**config.mk**
```make
export PLATFORM = sky130hd
export DESIGN_NAME = noc_traffic_node
export DESIGN_NICKNAME = d
export VERILOG_FILES = /design/src/rtl/noc_traffic_node_pkg.sv /design/src/rtl/noc_traffic_rx_vc.sv /design/src/rtl/noc_traffic_node.sv
export SDC_FILE = /design/constraint.sdc
export NUM_CORES = 1
export LEC_CHECK = 0
export CORE_MARGIN = 5
export CORE_UTILIZATION = 35
export CTS_CLUSTER_DIAMETER = 30
export CTS_CLUSTER_SIZE = 40
export DETAILED_ROUTE_END_ITERATION = 8
export SLEW_MARGIN = 30
export SYNTH_ARGS = -nofsm -noshare
export SYNTH_HDL_FRONTEND = slang
export SYNTH_SLANG_ARGS = --single-unit
export TNS_END_PERCENT = 30
```
**constraint.sdc**
```tcl
create_clock -name noc_clk -period 3.1 [get_ports noc_clk]
set_clock_uncertainty 0.1 [all_clocks]
set_input_delay 0.465 -clock noc_clk [delete_from_list [all_inputs] [get_ports noc_clk]]
set_output_delay 0.465 -clock noc_clk [all_outputs]
set_load 0.01 [all_outputs]
```
**src/rtl/noc_traffic_node_pkg.sv**
```systemverilog
// ============================================================================
// noc_traffic_node_pkg : shared NoC flit layout, index/sequence widths and
//                        traffic-node state types.
// Revision 1.0 - initial release
// ============================================================================
`default_nettype none

package noc_traffic_node_pkg;

   localparam int c_noc_data_width     = 32;
   localparam int c_noc_id_x_width     = 4;
   localparam int c_noc_id_y_width     = 4;
   localparam int c_noc_head_h         = 31;
   localparam int c_noc_head_e         = 28;
   localparam int c_noc_tail_h         = 31;
   localparam int c_noc_tail_e         = 28;
   localparam int c_noc_point_h        = 16;
   localparam int c_noc_source_point   = 8;
   localparam int c_noc_dest_point     = 0;
   localparam int c_noc_flit_idx_width = 8;
   localparam int c_noc_seq_width      = 16;

   localparam logic [c_noc_head_h-c_noc_head_e:0] c_noc_head_code = 4'hA;
   localparam logic [c_noc_tail_h-c_noc_tail_e:0] c_noc_tail_code = 4'h5;

   typedef logic [c_noc_data_width-1:0] flit_t;

   typedef enum logic [2:0] {
      TX_IDLE, TX_GAP, TX_HEAD, TX_BODY, TX_TAIL, TX_DONE
   } tx_state_t;

   typedef enum logic [0:0] {
      RX_IDLE, RX_BODY
   } rx_state_t;

   function automatic flit_t make_head(input logic [c_noc_id_x_width-1:0] sx,
                                       input logic [c_noc_id_y_width-1:0] sy,
                                       input logic [c_noc_id_x_width-1:0] dx,
                                       input logic [c_noc_id_y_width-1:0] dy);
      flit_t f;
      f = '0;
      f[c_noc_head_h:c_noc_head_e]                  = c_noc_head_code;
      f[c_noc_point_h-1:c_noc_source_point]         = {sx, sy};
      f[c_noc_source_point-1:c_noc_dest_point]      = {dx, dy};
      return f;
   endfunction

   function automatic flit_t make_body(input logic [c_noc_seq_width-1:0]      seq,
                                       input logic [c_noc_flit_idx_width-1:0] k);
      flit_t f;
      f = '0;
      f[c_noc_seq_width+c_noc_flit_idx_width-1:0] = {seq, k};
      return f;
   endfunction

   function automatic flit_t make_tail();
      flit_t f;
      f = '0;
      f[c_noc_tail_h:c_noc_tail_e] = c_noc_tail_code;
      return f;
   endfunction

endpackage

`default_nettype wire

```
**src/rtl/noc_traffic_rx_vc.sv**
```systemverilog
// ============================================================================
// noc_traffic_rx_vc : per-VC packet framing tracker; payload sequence check
//                     when NOC_TRAFFIC_CHECK_EN is defined.
// Revision 1.0 - initial release
// ============================================================================
`default_nettype none

module noc_traffic_rx_vc
   import noc_traffic_node_pkg::*;
#(
   parameter int DATA_FLITS = 1
) (
   input  logic                        noc_clk,
   input  logic                        noc_rst_n,
   input  logic                        flit_valid,
   input  logic [c_noc_data_width-1:0] flit,
   input  logic                        is_header,
   input  logic                        is_tail,
   output logic                        pkt_done,
   output logic                        proto_err
);

   localparam logic [c_noc_flit_idx_width-1:0] c_data_flits = c_noc_flit_idx_width'(DATA_FLITS);
   localparam int c_src_width = c_noc_point_h - c_noc_source_point;

   rx_state_t                        r_state;
   logic [c_noc_flit_idx_width-1:0]  r_cnt;
   logic [c_src_width-1:0]           r_src;
   logic                             w_body_bad;
   logic                             w_unused_bits;

   assign w_unused_bits = ^{flit, r_src};

`ifdef NOC_TRAFFIC_CHECK_EN
   localparam int c_pay_width = c_noc_seq_width + c_noc_flit_idx_width;

   logic [c_noc_seq_width-1:0] r_exp_seq [2**c_src_width];
   logic [c_pay_width-1:0]     w_got;

   assign w_got      = flit[c_pay_width-1:0];
   assign w_body_bad = (w_got != {r_exp_seq[r_src], r_cnt});

   // A mismatch adopts the received sequence so one lost packet is one error.
   always_ff @(posedge noc_clk or negedge noc_rst_n) begin
      if (!noc_rst_n) begin
         for (int i = 0; i < 2**c_src_width; i++) r_exp_seq[i] <= '0;
      end else if (flit_valid && !is_header && r_state == RX_BODY) begin
         if (is_tail)
            r_exp_seq[r_src] <= r_exp_seq[r_src] + c_noc_seq_width'(1);
         else if (w_body_bad)
            r_exp_seq[r_src] <= w_got[c_pay_width-1 -: c_noc_seq_width];
      end
   end
`else
   assign w_body_bad = 1'b0;
`endif

   always_comb begin
      pkt_done  = 1'b0;
      proto_err = 1'b0;
      if (flit_valid) begin
         if (is_header && is_tail)     proto_err = 1'b1;
         else if (is_header)           proto_err = (r_state == RX_BODY);
         else if (r_state == RX_IDLE)  proto_err = 1'b1;
         else if (is_tail) begin
            if (r_cnt == c_data_flits) pkt_done  = 1'b1;
            else                       proto_err = 1'b1;
         end else                      proto_err = (r_cnt == c_data_flits) || w_body_bad;
      end
   end

   always_ff @(posedge noc_clk or negedge noc_rst_n) begin
      if (!noc_rst_n) begin
         r_state <= RX_IDLE;
         r_cnt   <= '0;
         r_src   <= '0;
      end else if (flit_valid) begin
         if (is_header && is_tail) begin
            r_state <= RX_IDLE;
         end else if (is_header) begin
            r_state <= RX_BODY;
            r_cnt   <= '0;
            r_src   <= flit[c_noc_point_h-1:c_noc_source_point];
         end else if (is_tail) begin
            r_state <= RX_IDLE;
         end else if (r_state == RX_BODY && r_cnt != c_data_flits) begin
            r_cnt <= r_cnt + 1'b1;
         end
      end
   end

endmodule

`default_nettype wire

```
**src/rtl/noc_traffic_node.sv**
```systemverilog
// ============================================================================
// noc_traffic_node : NoC packet generator plus per-VC receive checker.
//                    Optional payload check: define NOC_TRAFFIC_CHECK_EN.
// Revision 1.0 - initial release
// ============================================================================
`default_nettype none

module noc_traffic_node
   import noc_traffic_node_pkg::*;
#(
   parameter logic [c_noc_id_x_width-1:0] X_ID      = '0,
   parameter logic [c_noc_id_y_width-1:0] Y_ID      = '0,
   parameter logic [c_noc_id_x_width-1:0] DEST_X_ID = '0,
   parameter logic [c_noc_id_y_width-1:0] DEST_Y_ID = '0,
   parameter int DATA_FLITS = 1,
   parameter int PKT_COUNT  = 51,
   parameter int GAP_CYCLES = 0,
   parameter int VC_NUM     = 1
) (
   input  logic                        noc_clk,
   input  logic                        noc_rst_n,
   input  logic [VC_NUM-1:0]           receive_valid,
   output logic [VC_NUM-1:0]           receive_ready,
   input  logic [c_noc_data_width-1:0] receive_flit,
   input  logic                        receive_is_header,
   input  logic                        receive_is_tail,
   output logic                        sender_valid,
   input  logic                        sender_ready,
   output logic [c_noc_data_width-1:0] sender_flit,
   output logic                        sender_is_header,
   output logic                        sender_is_tail,
   output logic                        tx_done,
   output logic [15:0]                 rx_pkt_count,
   output logic                        rx_err
);

   // ---------------------------------------------------------------- transmit
   tx_state_t                        r_state;
   logic [c_noc_seq_width-1:0]       r_sent;
   logic [c_noc_flit_idx_width-1:0]  r_k;
   logic [7:0]                       r_gap;
   logic [c_noc_seq_width:0]         w_next_sent;
   logic                             w_more;
   logic                             w_launch;
   logic [c_noc_data_width-1:0]      w_head;

   assign w_head      = make_head(X_ID, Y_ID, DEST_X_ID, DEST_Y_ID);
   assign w_next_sent = {1'b0, r_sent} + {{c_noc_seq_width{1'b0}}, (r_state == TX_TAIL)};
   assign w_more      = w_next_sent < (c_noc_seq_width+1)'(PKT_COUNT);
   // Launch decisions are folded into the tail/gap edge so packets run back-to-back.
   assign w_launch    = (r_state == TX_IDLE)
                     || (r_state == TX_TAIL && sender_ready && GAP_CYCLES == 0)
                     || (r_state == TX_GAP  && r_gap == 8'd0);

   always_ff @(posedge noc_clk or negedge noc_rst_n) begin
      if (!noc_rst_n) begin
         r_state          <= TX_IDLE;
         r_sent           <= '0;
         r_k              <= '0;
         r_gap            <= '0;
         sender_valid     <= 1'b0;
         sender_flit      <= '0;
         sender_is_header <= 1'b0;
         sender_is_tail   <= 1'b0;
         tx_done          <= 1'b0;
      end else begin
         case (r_state)
            TX_HEAD: if (sender_ready) begin
               r_state          <= TX_BODY;
               r_k              <= '0;
               sender_flit      <= make_body(r_sent, '0);
               sender_is_header <= 1'b0;
            end
            TX_BODY: if (sender_ready) begin
               if (r_k == c_noc_flit_idx_width'(DATA_FLITS - 1)) begin
                  r_state        <= TX_TAIL;
                  sender_flit    <= make_tail();
                  sender_is_tail <= 1'b1;
               end else begin
                  r_k         <= r_k + 1'b1;
                  sender_flit <= make_body(r_sent, r_k + 1'b1);
               end
            end
            TX_TAIL: if (sender_ready) begin
               r_sent         <= w_next_sent[c_noc_seq_width-1:0];
               r_state        <= TX_GAP;
               r_gap          <= 8'(GAP_CYCLES - 1);
               sender_valid   <= 1'b0;
               sender_is_tail <= 1'b0;
            end
            TX_GAP:  r_gap <= r_gap - 1'b1;
            default: ;
         endcase
         if (w_launch) begin
            if (w_more) begin
               r_state          <= TX_HEAD;
               sender_valid     <= 1'b1;
               sender_flit      <= w_head;
               sender_is_header <= 1'b1;
            end else begin
               r_state      <= TX_DONE;
               sender_valid <= 1'b0;
               sender_flit  <= '0;
               tx_done      <= 1'b1;
            end
         end
      end
   end

   // ----------------------------------------------------------------- receive
   logic [VC_NUM-1:0]  w_fire;
   logic [VC_NUM-1:0]  w_vc_done;
   logic [VC_NUM-1:0]  w_vc_err;
   logic [3:0]         w_done_cnt;
   logic [16:0]        w_cnt_sum;
   logic               w_multi;

   assign w_fire    = receive_valid & receive_ready;
   assign w_multi   = $countones(receive_valid) > 1;
   assign w_cnt_sum = {1'b0, rx_pkt_count} + {13'b0, w_done_cnt};

   always_comb begin
      w_done_cnt = '0;
      for (int i = 0; i < VC_NUM; i++) w_done_cnt = w_done_cnt + {3'b0, w_vc_done[i]};
   end

   for (genvar g = 0; g < VC_NUM; g++) begin : g_rx_vc
      noc_traffic_rx_vc #(
         .DATA_FLITS (DATA_FLITS)
      ) u_rx_vc (
         .noc_clk    (noc_clk),
         .noc_rst_n  (noc_rst_n),
         .flit_valid (w_fire[g]),
         .flit       (receive_flit),
         .is_header  (receive_is_header),
         .is_tail    (receive_is_tail),
         .pkt_done   (w_vc_done[g]),
         .proto_err  (w_vc_err[g])
      );
   end

   always_ff @(posedge noc_clk or negedge noc_rst_n) begin
      if (!noc_rst_n) begin
         receive_ready <= '0;
         rx_err        <= 1'b0;
         rx_pkt_count  <= '0;
      end else begin
         receive_ready <= '1;
         rx_err        <= rx_err | w_multi | (|w_vc_err);
         rx_pkt_count  <= w_cnt_sum[16] ? 16'hFFFF : w_cnt_sum[15:0];
      end
   end

endmodule

`default_nettype wire

```
# --- After elaboration in Yosys (flattened, before gate mapping) ---
# Index checks and enable logic that the tools add are counted.
classes:
  reduce_logical: 28
  order_cmp: 1
  addsub: 5
  muxes: 49
  eq_ne: 16
  bitwise_logic: 4
op_table:
  columns: ["op", "count"]
  rows:
  - ["$mux W32", 4]
  - ["$pmux W32 S2", 1]
  - ["$mux W8", 7]
  - ["$add A16 B1 Y17", 2]
  - ["$pmux W8 S2", 2]
  - ["$mux W31", 1]
  - ["$mux W1", 25]
  - ["$mux W3", 6]
  - ["$lt A17 B6 Y1 const B", 1]
  - ["$add A8 B1 Y8 const B", 2]
  - ["$logic_not A8 Y1", 2]
  - ["$mux W16", 1]
  - ["$ne A2 B2 Y1 const B", 6]
  - ["$ne A3 B3 Y1 const B", 4]
  - ["$reduce_and A4 Y1", 3]
  - ["$reduce_bool A2 Y1", 6]
  - ["$reduce_and A2 Y1", 5]
  - ["$pmux W3 S3", 1]
  - ["$eq A8 B1 Y1 const B", 1]
  - ["$ne A8 B1 Y1 const B", 1]
  - ["$sub A8 B1 Y8 const B", 1]
  - ["$eq A3 B2 Y1 const B", 2]
  - ["$reduce_bool A3 Y1", 2]
  - ["$reduce_and A5 Y1", 1]
  - ["other kinds (11)", 16]
totals:
  out_inout_bits: 54
  reg_bits: 98

# --- Depth between registers and ports, before layout ---
depth:
  ltp_word: 9
  depth_mapped: 14

# --- By module ---
# Synthesis repeated with hierarchy kept, for this count alone.
hier_totals:
  hier_cells: 457
  area_unflattened_um2: 4566.9
by_module_without_submodules:
  columns: ["module", "cells_each", "seq_area_each_um2", "n_inst", "area_each_um2"]
  rows:
  - ["noc_traffic_node", 388, 2077.0, 1, 3962.6]
  - ["noc_traffic_rx_vc", 69, 225.2, 1, 604.3]

# --- Worst setup path after synthesis ---
# No wires, ideal clock.
synth_path:
  kind: "register to register"
  from: "register g_rx_vc[0].u_rx_vc.r_cnt[1]"
  to: "register rx_pkt_count[10]"
  stages_incl_launch_ff: 15
  arrival_ns: 2.974
  path_buffers: 1
  setup_slack_ns: -0.042
  t_required_ns: 2.932
  cell_sequence: "dfrtp_1 > inv_1 > ha_1 > or4b_1 > nor4_2 > ha_1 > nand2_1 > nor3_1 > ha_1 > ha_1 > nand2_1 > nor3_1 > nand3_1 > clkbuf_1 > nand2_1"
synth_between:
  elab_chain_cells: 9
synth_lines:
  columns: ["element", "line", "text"]
  rows:
  - ["from (decl)", "noc_traffic_rx_vc.sv:27", "logic [c_noc_flit_idx_width-1:0] r_cnt;"]
  - ["from (signal assigned)", "noc_traffic_rx_vc.sv:87", "r_cnt <= r_cnt + 1'b1;"]
  - ["$eq A8 B1 Y1", "noc_traffic_rx_vc.sv:66", "if (r_cnt == c_data_flits) pkt_done = 1'b1;"]
  - ["$mux W1", "noc_traffic_rx_vc.sv:66", null]
  - ["$mux W1", "noc_traffic_rx_vc.sv:65", "else if (is_tail) begin"]
  - ["$mux W1", "noc_traffic_rx_vc.sv:64", "else if (r_state == RX_IDLE) proto_err = 1'b1;"]
  - ["$mux W1", "noc_traffic_rx_vc.sv:63", "else if (is_header) proto_err = (r_state == RX_BODY);"]
  - ["$mux W1", "noc_traffic_rx_vc.sv:62", "if (is_header && is_tail) proto_err = 1'b1;"]
  - ["$mux W1", "noc_traffic_rx_vc.sv:61", "if (flit_valid) begin"]
  - ["$add A16 B1 Y17", "noc_traffic_node.sv:120", "assign w_cnt_sum = {1'b0, rx_pkt_count} + {13'b0, w_done_cnt};"]
  - ["$mux W16", "noc_traffic_node.sv:150", "rx_pkt_count <= w_cnt_sum[16] ? 16'hFFFF : w_cnt_sum[15:0];"]
  - ["to (signal assigned)", "noc_traffic_node.sv:150", null]
  - ["to (decl)", "noc_traffic_node.sv:33", "output logic [15:0] rx_pkt_count,"]
# No other way between the ends.
# A chain may end at the register's enable or synchronous reset.

# --- Worst setup path in the final report ---
layout_path:
  from: "register g_rx_vc[0].u_rx_vc.r_cnt[1]"
  to: "register rx_pkt_count[15]"
# Same word-level chain as after synthesis.

==> run_results.csv <==
group,metric,value,unit
logic_synthesis,synth_edf_count,0,
route,first_pass_iters,4,
worst_hold_path,min_path_type,"in2async",
logic_synthesis,syn_area_per_cell,10.2,um2
clock_network,clk_latency,0.34,ns
cells_and_area,areaGrowthSynthToFinish,26.2,%
power_and_ir_drop,switching_share,0.293,
worst_setup_path,crit_fanout,5,
sta,fmaxAchievable,339,MHz
worst_setup_path,rr_worst_depth,15,
grt,antenna_found_initial,0,
sta,fin_crit_sh,0.951,
grt,grt_pass1_wl,16.8,mm
route,vias,3438,
worst_setup_path,path_class,"reg2reg",
floorplan,initial_core_util,0.356,
worst_setup_path,cp-startpoint,"g_rx_vc[0].u_rx_vc.r_cnt[1]",
clock_network,cts_htree_levels,3,
logic_synthesis,synth.distinct_cells,59,
floorplan,die_width,123,um
sta,finalHoldViolations,0,
route,via_per_inst,5.06,
power_and_ir_drop,pwr-share-comb,0.223,
job,drv_cap,0,
power_and_ir_drop,peakVddDrop,0.000307,V
route,drc_errors,0,
grt,track_usage,0.139,
grt,grt_overflow,0,
floorplan,die_area,0.0152,mm2
sta,finalWorstSetupSlack,0.152,ns
power_and_ir_drop,pwr-share-clk,0.352,
clock_network,cts_max_path_buffers,2,
sta,final_max_slew_viol_count,0,
logic_synthesis,yosysSeqAreaShare,0.513,
sta,timing.final.crit_period,2.95,ns
sta,hold_slack,0.0567,ns
grt,grt_max_degree,54,
place,pre_cts_ws,0.0357,ns
place,portBuffers,55,
clock_network,clockRootBuffer,"clkbuf_16",
logic_synthesis,synth_cells,442,
cells_and_area,drive_above_1_share,0.148,
power_and_ir_drop,intPower,2.50,mW
cells_and_area,fin_area,0.00567,mm2
place,dpl_cell_area,0.00527,mm2
route,antenna_left,0,
worst_setup_path,r2r_slack,0.15,ns
floorplan,chipHeight,123,um
worst_setup_path,cp.required,3.26,ns
run_status,outcome,"finished clean",
logic_synthesis,async_flop_share,1.00,
route,finalWirelength,9.78,mm
sta,final-setup-viol-count,0,
sta,slew_headroom,0.542,
floorplan,ios,92,
clock_network,cts_buffers,9,
power_and_ir_drop,p_sw,1.04,mW
sta,tightest_slew,0.687,ns
logic_synthesis,ys_warn_count,0,
clock_network,path_clk_slew,0.06,ns
floorplan,coreArea,0.0126,mm2
worst_setup_path,end_kind,"flop",
worst_setup_path,crit-reg2reg-capture,"rx_pkt_count[15]",
cells_and_area,n_antenna_cell,0,
route,wire_per_inst,14.4,um
logic_synthesis,synth_area,0.00449,mm2
clock_network,cts_tree,"yes",
logic_synthesis,synthFlopType,"dfrtp_1",
place,dpl.hpwl,6.85,mm
grt,grt_pass1_vias,3458,
worst_setup_path,critPathArrivalTime,3.10,ns
cells_and_area,nets,552,
route,first_iter_violations,176,
place,gp_routability_congestion,0.824,
worst_setup_path,critPathLaunchType,"flop",
power_and_ir_drop,powerDensity,624,mW/mm2
worst_setup_path,reg2reg_from,"g_rx_vc[0].u_rx_vc.r_cnt[1]",
clock_network,cts.sinks,92,
power_and_ir_drop,power_leakage,2.52,nW
power_and_ir_drop,power_frac_seq,0.425,
logic_synthesis,synth-seq-cells,92,
floorplan,rows,41,
[cells in the mapped netlist, types with 4 or more instances]
cell	number	area share
xnor2_1	23	0.045
dfrtp_1	92	0.51
a31oi_1	6	0.0084
nand2_1	57	0.048
inv_1	11	0.0092
a22oi_1	6	0.010
ha_1	10	0.028
clkbuf_1	9	0.0075
a21o_1	4	0.0067
or3_1	4	0.0056
buf_2	7	0.0078
mux2i_1	4	0.0089
and3_1	9	0.013
nor2_1	25	0.021
o21ai_2	4	0.0078
nor3_1	12	0.013
o21ai_0	23	0.026
buf_4	6	0.010
nand4_1	7	0.0097
nor2b_1	5	0.0070
nand2b_1	5	0.0070
a22o_2	7	0.016
a22o_1	8	0.016
a21oi_1	11	0.012
nand3_1	25	0.028
xor2_1	12	0.023
[routing by layer]
metal,global-route usage,share of wire,vias up
met5,0,0,-
met2,0.227,0.48,82
met4,0.0374,0.0095,0
met1,0.177,0.44,1673
met3,0.0485,0.064,9
li1,-,-,1674
[flip-flops by register name, summed over array words and instances (netlist names)]
name and flops:
g_rx_vc.u_rx_vc.r_state 1, receive_ready 1, r_gap 8, tx_done 1
rx_pkt_count 16, sender_is_tail 1, r_state 3, sender_valid 1
sender_flit 26, r_sent 16, g_rx_vc.u_rx_vc.r_cnt 8, r_k 8
sender_is_header 1, rx_err 1
[worst max path at each step]
stage | to | cells past startpoint | slack (ns)
after floorplan | rx_pkt_count[10] | 14 | 0.1
after global placement | rx_pkt_count[14] | 15 | 0.06
after detailed placement | rx_pkt_count[14] | 15 | 0.04
after CTS | rx_pkt_count[14] | 15 | 0.03
after global routing | rx_pkt_count[1] | 15 | -0.006
final | rx_pkt_count[15] | 15 | 0.15
[cell families (layout without fill, tap and decap cells)]
family | after synthesis | in the layout | synth area share
AO/OA/AOI/OAI | 88 | 88 | 0.137
XOR/XNOR | 35 | 35 | 0.0682
adder cells (fa/ha/maj) | 10 | 10 | 0.0279
buffers and inverters | 37 | 100 | 0.0432
flip-flops | 92 | 92 | 0.513
multiplexers | 5 | 5 | 0.0114
other | 2 | 5 | 0.00167
AND/OR/NAND/NOR | 173 | 173 | 0.198
[through the flow]
step / power [mW] / cells / setup TNS (ns) / utilization
after floorplan: 2.01 / 445 / 0 / -
after detailed placement: 2.30 / 664 / 0 / 0.417
after global placement: 2.27 / 664 / 0 / 0.417
after global routing: 3.75 / 680 / -0.00575 / 0.449
after CTS: 3.58 / 679 / 0 / 0.445
final: 3.54 / 680 / 0 / 0.449
[cell usage in the layout (no fill, tap or decap), drive strengths merged, types with 3 or more instances in the layout]
cell | netlist | final
nor2b | 5 | 5
nor3 | 14 | 14
and3 | 11 | 11
xor2 | 12 | 12
buf | 16 | 20
a22o | 15 | 15
mux2i | 4 | 4
nand2b | 5 | 5
ha | 10 | 10
a21o | 4 | 4
clkdlybuf4s50 | 0 | 54
a22oi | 6 | 6
a31oi | 7 | 7
xnor2 | 23 | 23
nor4 | 4 | 4
o21ai | 28 | 28
and2 | 3 | 3
inv | 11 | 11
dfrtp | 92 | 92
nand4 | 7 | 7
nand2 | 57 | 57
conb | 2 | 5
a21oi | 12 | 12
clkbuf | 10 | 10
nor2 | 28 | 28
bufinv | 0 | 3
nand3 | 25 | 25
or3 | 4 | 4
a211oi | 3 | 3
[repair_timing]
action | CTS | global route
endpoints found under the setup margin | 1 | 16
resized for setup | 1 | 12
hold buffers | 0 | 0
endpoints found under the hold margin | 0 | 0
setup buffers | 0 | 1
[power by group through the flow]
stage | combinational [mW] | clock (mW) | sequential (mW)
3_5_place_dp | 0.789 | 0 | 1.52
2_1_floorplan | 0.513 | 0 | 1.49
5_1_grt | 0.893 | 1.33 | 1.53
3_3_place_gp | 0.764 | 0 | 1.51
6_report | 0.789 | 1.24 | 1.50
4_1_cts | 0.795 | 1.28 | 1.50
[worst max-delay path, stage by stage, from the launching register on]
cell,delay [ns]
dfrtp_1,0.39
inv_2,0.06
ha_1,0.12
or4b_4,0.47
nor4_4,0.22
ha_2,0.23
nand2_1,0.06
nor3_2,0.12
ha_2,0.23
ha_4,0.14
nand2_2,0.06
nor3_2,0.19
buf_4,0.16
buf_4,0.10
nor2b_1,0.03
a41oi_1,0.19
[final cells by class]
class                      count  area (um2)
sequential                    92        2300
inverter                      11        41.3
multi-input combinational    316        2070
clock buffer                  10         239
tap                          172         215
fill                        1237        6950
clock inverter                 5         100
timing repair buffer          74         703
(Power assumes the default switching activity.)
==> variant: new RTL, config.mk and constraints unchanged <==
The package constant `c_noc_flit_idx_width` goes from 8 to 10.
--- a/src/rtl/noc_traffic_node_pkg.sv
+++ b/src/rtl/noc_traffic_node_pkg.sv
@@ -18,5 +18,5 @@
    localparam int c_noc_source_point   = 8;
    localparam int c_noc_dest_point     = 0;
-   localparam int c_noc_flit_idx_width = 8;
+   localparam int c_noc_flit_idx_width = 10;
    localparam int c_noc_seq_width      = 16;
 
Function: changed (a bounded check fails within 10 cycles, from zero or initial values and one cycle with noc_rst_n low).
==> variant against the unedited design <==
  * Sequential cell count is 6 higher
  * Power grew 0.78%
  * Cell area increased by 4.4%
  * Die area is 6.5% higher
  * Largest cell class unchanged
  * Utilization decreased by 0.58 points
  * Via count is 5.6% higher
  * Setup slack improved by 0.13 ns
  * Final cell count grew 4.7%
  * Largest power group unchanged
  * Combinational power is 3.9% higher
  * Critical path depth down 2
  * Area after synthesis increased by 7.1%
  * Highest routed layer unchanged
  * Wire length is 4.4% higher
==> variant: results (changes against the unedited design) <==
| Metric | Value |
|---|---|
| Post-cts sizing count | `0 (was 1)` |
| Final Wtd Congestion | `0.800 (was 0.824)` |
| Largest net degree at the start of global routing | `51 (was 54)` |
| Synth top area cells | `dfrtp_1 (51%), xnor2_1 (5.1%), nand2_1 (3.7%) (was dfrtp_1 (51%), nand2_1 (4.8%), xnor2_1 (4.5%))` |
| Post-synthesis sequential area ratio | `0.510 (was 0.513)` |
| Row cnt | `42 (was 41)` |
| Min-delay worst type | `input pin to asynchronous set/reset pin (unchanged)` |
| Data arrival time of the worst path | `2.97 ns (was 3.10 ns)` |
| Post-DP HPWL | `7140 um (was 6850 um)` |
| Place WS | `0.146 ns (was 0.0357 ns)` |
| Most frequent cell after synthesis | `dfrtp_1 (unchanged)` |
| Avg WL per Cell | `14.3 um (was 14.4 um)` |
| GRT Total Usage | `0.130 (was 0.139)` |
| Asr flop ratio synth | `1.00 (unchanged)` |
| Sw Ratio | `0.297 (was 0.293)` |
| Static Leak | `2.58 nW (was 2.52 nW)` |
| Vias in the first global route | `3,530 (was 3,458)` |
| Met3 GRT Util | `0.0363 (was 0.0485)` |
| Vias | `3,632 (was 3,438)` |
| Worst-Skew Late Latency | `0.34 ns (about the same)` |
| Worst slew pin tran | `0.696 ns (was 0.687 ns)` |
| Post-CTS Setup Inserts | `0 (unchanged)` |
| Iteration-0 DRC Markers | `294 (was 176)` |
| Synth cell count leaders | `dfrtp_1 (98), nand2_1 (47), nor2_1 (36) (was dfrtp_1 (92), nand2_1 (57), nand3_1 (25), nor2_1 (25))` |
| Peak supply drop | `0.000460 V (was 0.000307 V)` |
| Global-route wire length before repair | `17,400 um (was 16,800 um)` |
| Worst hold margin | `0.0394 ns (was 0.0567 ns)` |
| Unique masters post-synth | `58 (was 59)` |
| GR Util met2 | `0.213 (was 0.227)` |
| Worst Reg-to-Reg Cells | `13 (was 15)` |
| Ratio of cells with drive above 1 in the final layout | `0.0877 (was 0.148)` |
| Met1 Resource Use GR | `0.170 (was 0.177)` |
| Biggest regs | `sender_flit x28, r_sent x16, rx_pkt_count x16 (was sender_flit x26, r_sent x16, rx_pkt_count x16)` |
| Port buffer count | `57 (was 55)` |
| Status | `completed (unchanged)` |
| Fin nets | `579 (was 552)` |
| Synth warn | `0 (unchanged)` |
variant: cell count changes in the layout (fill, tap and decap cells not counted), sizes merged, moves of 6 or more:
cell and delta:
nand2 -10, nor2 +9, nand2b +7, nor3 +7, a22oi -6, dfrtp +6
variant: logic make-up after synthesis:
logic type,after synthesis,synth area share
XOR/XNOR,40,0.0728
AND/OR/NAND/NOR,191,0.208
adder cells (fa/ha/maj),10,0.0260
other,2,0.00156
AO/OA/AOI/OAI,90,0.129
buffers and inverters,38,0.0395
flip-flops,98,0.510
multiplexers,6,0.0133
variant: area by class of cell:
class	instances	area, sq um
Multi-Input combinational cell	340	2190
Fill cell	1294	7430
Inverter	11	41.3
Sequential cell	98	2450
Clock inverter	6	88.8
Clock buffer	10	239
Timing Repair Buffer	71	686
Tap cell	176	220
variant: final timing paths:
kind / startpoint / to / slack (ns)
worst min-delay path: noc_rst_n / sender_flit[5] / 0.04
worst min register to register: r_gap[6] / r_gap[6] / 0.37
worst max register to register: g_rx_vc[0].u_rx_vc.r_cnt[5] / rx_pkt_count[14] / 0.28
max in group asynchronous: noc_rst_n / r_sent[4] / 2.16
worst max-delay path: g_rx_vc[0].u_rx_vc.r_cnt[5] / rx_pkt_count[14] / 0.28
min in group noc_clk: r_gap[6] / r_gap[6] / 0.37
variant: worst max-delay path, stage by stage, from the launching register on:
cell and delay, ns:
dfrtp_1 0.43, nor4_2 0.35, and4_1 0.25, ha_1 0.14, nand2_1 0.07, nor3_2 0.16
ha_1 0.21, and3_1 0.23, and3_1 0.21, inv_1 0.05, nor2_1 0.14, buf_4 0.16
a31oi_1 0.08, a41oi_1 0.16
variant: power by group through the flow:
stage	Sequential, mW	Clock [mW]	Combinational (mW)
global placement	1.54	0	0.809
finish	1.53	1.22	0.820
detailed placement	1.55	0	0.821
floorplan	1.55	0	0.509
global route	1.55	1.30	0.921
CTS	1.53	1.25	0.828
variant: stage by stage:
stage               cell area (sq um)  total power [mW]  std cells
floorplan                        4810              2.06        476
global placement                 5580              2.35        696
detailed placement               5580              2.37        696
CTS                              5910              3.60        712
global route                     5920              3.77        712
finish                           5920              3.56        712
variant: routing by layer:
| metal | share of wire | vias up |
|---|---|---|
| met5 | 0 | - |
| met4 | 0.010 | 0 |
| met3 | 0.055 | 12 |
| met2 | 0.48 | 78 |
| met1 | 0.46 | 1760 |
| li1 | - | 1782 |
